### src/rtl/mem_port_arbiter.sv
// mem_port_arbiter: shares one single-outstanding memory port between instruction fetch and data access
// Ports: clk; rst (asynchronous, active-low); fetch port if_req/if_addr -> if_rdata/if_ready;
//        data port dm_req/dm_we/dm_addr/dm_wdata/dm_be -> dm_rdata/dm_ready;
//        memory port mem_req/mem_we/mem_addr/mem_wdata/mem_be -> mem_rdata/mem_ack;
//        stall_if/stall_mem stall requests to hazard control.
module mem_port_arbiter #(
  parameter int STARVE_LIMIT = 3
) (
  input  logic        clk,
  input  logic        rst,
  input  logic        if_req,
  input  logic [31:0] if_addr,
  output logic [31:0] if_rdata,
  output logic        if_ready,
  input  logic        dm_req,
  input  logic        dm_we,
  input  logic [31:0] dm_addr,
  input  logic [31:0] dm_wdata,
  input  logic [3:0]  dm_be,
  output logic [31:0] dm_rdata,
  output logic        dm_ready,
  output logic        mem_req,
  output logic        mem_we,
  output logic [31:0] mem_addr,
  output logic [31:0] mem_wdata,
  output logic [3:0]  mem_be,
  input  logic [31:0] mem_rdata,
  input  logic        mem_ack,
  output logic        stall_if,
  output logic        stall_mem
);
  typedef enum logic [1:0] {IDLE, IF_BUSY, DM_BUSY, RESP} state_t;
  localparam logic [2:0] LIMIT = 3'(STARVE_LIMIT);
  state_t state, state_nx;
  logic [2:0] starve_cnt;
  logic idle, grant_dm, grant_if, done;
  // data normally wins; once it has won LIMIT times in a row over a waiting fetch, fetch goes first
  always_comb begin
    idle = state == IDLE;
    grant_dm = idle && dm_req && !(if_req && starve_cnt == LIMIT);
    grant_if = idle && !grant_dm && if_req;
    done = (state == IF_BUSY || state == DM_BUSY) && mem_ack;
    state_nx = idle ? (grant_dm ? DM_BUSY : grant_if ? IF_BUSY : IDLE) :
               state == RESP ? IDLE :
               mem_ack ? RESP : state;
  end
  always_ff @(posedge clk or negedge rst)
    if (!rst) state <= IDLE;
    else state <= state_nx;
  always_ff @(posedge clk or negedge rst) begin
    if (!rst) begin
      mem_req    <= 1'b0;
      mem_we     <= 1'b0;
      mem_addr   <= '0;
      mem_wdata  <= '0;
      mem_be     <= '0;
      if_ready   <= 1'b0;
      dm_ready   <= 1'b0;
      if_rdata   <= '0;
      dm_rdata   <= '0;
      starve_cnt <= '0;
    end else begin
      if_ready <= done && state == IF_BUSY;
      dm_ready <= done && state == DM_BUSY;
      if (grant_dm || grant_if) begin
        mem_req   <= 1'b1;
        mem_we    <= grant_dm && dm_we;
        mem_addr  <= grant_dm ? dm_addr : if_addr;
        mem_wdata <= grant_dm ? dm_wdata : '0;
        mem_be    <= grant_dm ? dm_be : 4'hF;
      end
      if (done) mem_req <= 1'b0;
      if (done && state == IF_BUSY) if_rdata <= mem_rdata;
      if (done && state == DM_BUSY && !mem_we) dm_rdata <= mem_rdata;
      if (grant_if) starve_cnt <= '0;
      else if (grant_dm && if_req && starve_cnt != LIMIT) starve_cnt <= starve_cnt + 3'd1;
    end
  end
  assign stall_if  = if_req & ~if_ready;
  assign stall_mem = dm_req & ~dm_ready;
endmodule

### config.mk
export PLATFORM = sky130hd
export DESIGN_NAME = mem_port_arbiter
export DESIGN_NICKNAME = d
export VERILOG_FILES = /design/src/rtl/mem_port_arbiter.sv
export SDC_FILE = /design/constraint.sdc
export NUM_CORES = 1
export LEC_CHECK = 0
export BUFFER_PORTS_ARGS = -buffer_cell sky130_fd_sc_hd__buf_2
export CORE_MARGIN = 2
export CORE_UTILIZATION = 45
export DETAILED_ROUTE_END_ITERATION = 10
export MAX_ROUTING_LAYER = met4
export PLACE_DENSITY = 0.79
export REMOVE_ABC_BUFFERS = 1
export SYNTH_ARGS = -nofsm -noshare
export SYNTH_HDL_FRONTEND = slang
export SYNTH_SLANG_ARGS = --single-unit
### constraint.sdc
create_clock -name clk -period 2.01 [get_ports clk]
set_input_delay 0.201 -clock clk [delete_from_list [all_inputs] [get_ports clk]]
set_output_delay 0.201 -clock clk [all_outputs]
set_load 0.02 [all_outputs]
; ---- Yosys cells after proc, flatten, opt, wreduce, memory -nomap -nowiden
; Index checks and enable logic that the tools add are counted.
[totals]
register_bits = 141
out_inout_bits = 138
in_bits = 138
wordCells = 54
[classes]
muxes = 12
n_addsub = 1
reduce_logical = 21
n_eq_ne = 5
bitwise = 4
[ops]
columns = cell, count
row1 = 2-to-1 mux 32 bit, 2
row2 = logical AND 1 bit, 12
row3 = 2-to-1 mux 2 bit, 4
row4 = 2-to-1 mux 3 bit, 2
row5 = "equality test 2 bit, second input constant", 2
row6 = 2-to-1 mux 4 bit, 1
row7 = nonzero test 2 bit, 2
row8 = "adder 3 x 1 -> 3 bit, second input constant", 1
row9 = "equality test 3 x 2 -> 1 bit, second input constant", 1
row10 = logical NOT 1 bit, 3
row11 = 2-to-1 mux 1 bit, 3
row12 = "inequality test 3 x 2 -> 1 bit, second input constant", 1
row13 = nonzero test 3 bit, 1
row14 = bitwise AND 1 bit, 2
row15 = "equality test 2 x 1 -> 1 bit, second input constant", 1
row16 = logical NOT 2 bit, 1
row17 = logical OR 1 bit, 2
row18 = inverter 1 bit, 2

; ---- Longest topological paths before layout
[logic_depth]
word_depth = 10
mapped_depth = 7
ltp_nobuf = 5

; ---- Worst setup path after synthesis
; Ideal clock, no wire load.
[synth_timing]
kind = reg2reg
startpoint = register state[0]
endpoint = register dm_rdata[20]
t_required_ns = 1.885
arrival_time_ns = 1.670
setup_time_ns = 0.125
synth_period_minus_slack_ns = 1.794
n_path_buf = 2
path_stages_with_launch = 8
path_slack_ns = 0.216
path_cell_list = dfrtp_1 inv_1 ha_1 and3_1 nand2b_1 clkbuf_1 buf_2 mux2_2
[synth_via]
elab_chain_cells = 5
word_cells_on_any_way = 6
[synth_rtl]
columns = item, line_no
row1 = "start, declared", 34  ; state_t state, state_nx;
row2 = "start signal, assigned", 49  ; else state <= state_nx;
row3 = equality test 2 x 1 -> 1 bit / equality test 2 bit (equally long branches), "42, 74"
row4 = logical OR 1 bit, 42  ; done = (state == IF_BUSY || state == DM_BUSY) && mem_ack;
row5 = logical AND 1 bit, 42
row6 = logical AND 1 bit (*) (2 in series), 74  ; if (done && state == DM_BUSY && !mem_we) dm_rdata <= mem_rdata;
row7 = "end signal, assigned", 74
row8 = "end, declared", 20  ; output logic [31:0] dm_rdata,
; Mark *: on every way between the ends. The rest lies on a longest branch, timed or not.
; A chain may end at the register's enable or synchronous reset.

; ---- Worst setup path in the final report
[layout_timing]
startpoint = register state[0]
endpoint = register dm_rdata[14]
; Same word-level chain as after synthesis.

==> results.toml <==
[yosys]
synth_top_area_share = 0.647
post_synth_inst_count = 367
synth_area_per_cell_um2 = 14.9
synth.top_cells.by_area = "sky130_fd_sc_hd__dfrtp_1 65%, sky130_fd_sc_hd__mux2_2 13%, sky130_fd_sc_hd__a221o_1 5.9%"
synthesis.area_um2 = 5460
count_of_cell_types_in_the_netlist = 27
synth_seq_area_share = 0.647
synth-seq-cells = 141
post_synth_edffs = 0
ys_dominant_reg_cell = "sky130_fd_sc_hd__dfrtp_1"
ys.warnings.count = 0
synth-async-reset-ratio = 1.00
post_synth_top_area_cell = "sky130_fd_sc_hd__dfrtp_1"

[power_and_ir_drop]
clockPowerShare = 0.223
power.switching_fraction = 0.383
total_power_uw = 14200
p_switching_uw = 5440
internal_power_uw = 8780
power.density_nw_per_um2 = 1830
p_comb_frac = 0.429
ir_worst_vdd_v = 0.00103
p_leak_uw = 0.00398
seqPwrFrac = 0.348

[floorplan]
initial_utilization = 0.458
chipHeight_um = 114
core.rowCount = 40
die_area_um2 = 13000
core_region_area_um2 = 11900
die_w_um = 114
count_of_pins_on_the_block_boundary = 276

[cells_and_area]
syn_to_final_growth_pct = 42.4
multi_input_area_um2 = 1810
finalCoreUtilization = 0.652
share_of_post_route_cells_with_drive_strength_above_1 = 0.579
num-fill-cells = 916
final_common_cell = "sky130_fd_sc_hd__buf_2"
antennaDiodeCount = 0
final_net_count = 803
fin_area_um2 = 7770
layout.area.seq_um2 = 3530
mostFrequentLayoutCells = "274 x sky130_fd_sc_hd__buf_2, 141 x sky130_fd_sc_hd__dfrtp_1, 63 x sky130_fd_sc_hd__mux2_2"

[global_route]
maximum_number_of_pins_on_one_net_before_global_route_repair = 56
initial_antenna_violation_count = 0
first_global_vias = 4556
grt_remaining_overflow = 0
track_usage = 0.242
grt_first_pass_wirelength_mm = 23.3

[setup_path]
worst-endpoint-required_ns = 2.29
setup.worst_path.end_class = "flop"
critPathLaunch = "state[0]"
rr_startpoint = "state[0]"
worstSetupPathType = "flop to flop"
worst_ep_arrival_ns = 2.10
timing.critical_path.fanout_max = 32
worst_setup_path_start_kind = "flop"

[routing]
dr.first_iter.drc_count = 294
antenna_violating_nets_post_route = 0
totalWireLength_mm = 15.2
first_pass_iters = 4
via_density = 5.28
post_drt_wl_per_cell_um = 18.5
detail_route.drc_violations = 0
dr_total_vias = 4323

[clock_tree]
htree_levels = 4
cts-buffers-inserted = 17
tritoncts = "done"
clkSinkCount = 141
ctsRootBufferMaster = "sky130_fd_sc_hd__clkbuf_16"
clock_path_buffers = 2
clkSlewWorstSetupHoldPaths_ns = 0.06
cts_setup_buffers = 0
insertion_delay_ns = 0.41

[place]
io_buffers = 275
dp.final_hpwl_mm = 10.8
finalWeightedCongestion = 0.927
placed_area_um2 = 7070

[sta]
timing_hold_violations_final = 0
finalCriticalPeriod_ns = 1.82
timing.final.crit_share = 0.904
slew-limit-headroom = 0.481
drv_slew = 0
final.setup.tns_ns = 0
worstMarginPinSlew_ns = 0.779
clock.fmax_mhz = 550
clock_skew_ns = 0.00779
grt_setup_unrepaired = "no"
setup-violations-final = 0

[hold_path]
hold_path_class = "input pin to flop"
worstHoldStart = "dm_wdata[5]"

[job]
max-cap-violations = 0

[status]
run_status = "finished clean"
## final timing paths
kind / end / slack [ns] / cells past startpoint
max in group asynchronous: if_rdata[6] / 0.99 / 3
min reg2reg: starve_cnt[2] / 0.48 / 2
min in group asynchronous: dm_rdata[3] / 0.34 / 2
max: dm_rdata[14] / 0.19 / 6
max reg2reg: dm_rdata[14] / 0.19 / 6
min: mem_wdata[5] / 0.02 / 2
## per-stage QoR
step	setup slack [ns]	cells	hold WS [ns]
2_1_floorplan	-0.946	343	-0.0946
3_3_place_gp	0.184	778	0.187
3_5_place_dp	0.0619	778	0.200
4_1_cts	0.0493	817	0.000691
5_1_grt	0.116	819	0.000116
6_report	0.192	819	0.0173
## routing by layer
| layer | part of all wire | GRT usage |
|---|---|---|
| met1 | 0.41 | 0.292 |
| met5 | 0 | - |
| met2 | 0.52 | 0.390 |
| met3 | 0.049 | 0.0635 |
| met4 | 0.026 | 0.0976 |
## power by group through the flow
stage	sequential (µW)	clock, µW	combinational (µW)
CTS	4930	3240	6140
detailed placement	4930	0	6110
finish	4940	3170	6110
global placement	4890	0	5940
floorplan	6490	0	2160
global route	5080	3370	6520
## flip-flops by register name (all words and copies together), names as in the netlist
register,flops
starve_cnt,3
mem_be,4
if_ready,1
mem_addr,32
state,2
if_rdata,32
mem_we,1
mem_req,1
dm_rdata,32
mem_wdata,32
dm_ready,1
## worst max-delay path: stages, from the launching register on
cell and delay (ns):
sky130_fd_sc_hd__dfrtp_1 0.41, sky130_fd_sc_hd__inv_1 0.10, sky130_fd_sc_hd__ha_2 0.28, sky130_fd_sc_hd__and3_1 0.18, sky130_fd_sc_hd__nand2b_1 0.12, sky130_fd_sc_hd__buf_12 0.22, sky130_fd_sc_hd__mux2_2 0.36
## cells in the mapped netlist, types with 2 or more instances
master and count:
sky130_fd_sc_hd__nor2_1 2, sky130_fd_sc_hd__nand2_1 7, sky130_fd_sc_hd__nor2b_1 2, sky130_fd_sc_hd__and2_0 3
sky130_fd_sc_hd__mux2_2 63, sky130_fd_sc_hd__clkbuf_1 6, sky130_fd_sc_hd__nand3_1 2, sky130_fd_sc_hd__o22a_1 4
sky130_fd_sc_hd__dfrtp_1 141, sky130_fd_sc_hd__o21ai_0 5, sky130_fd_sc_hd__buf_6 2, sky130_fd_sc_hd__buf_2 16
sky130_fd_sc_hd__a22o_1 33, sky130_fd_sc_hd__inv_1 4, sky130_fd_sc_hd__and2_1 29, sky130_fd_sc_hd__a221o_1 32
sky130_fd_sc_hd__ha_1 6
## cell type report
class,count,area share
sequential,141,0.454
multi-input combinational,199,0.233
timing repair buffer,296,0.209
clock buffer,18,0.0565
tap,147,0.0237
clock inverter,14,0.0217
inverter,4,0.00193
## cell families after synthesis
family,share of synthesized area
mux,0.132
flops,0.647
buf+inv,0.0257
compound gates,0.129
simple gates,0.0525
fa+ha+maj,0.0138
## repair_timing
item,4_1_cts,5_1_grt
setup endpoints to repair,0,32
gates resized for setup,0,1
endpoints found under the hold margin,57,1
hold buffers,7,1
Note: power is estimated with default switching activity, not from simulation.
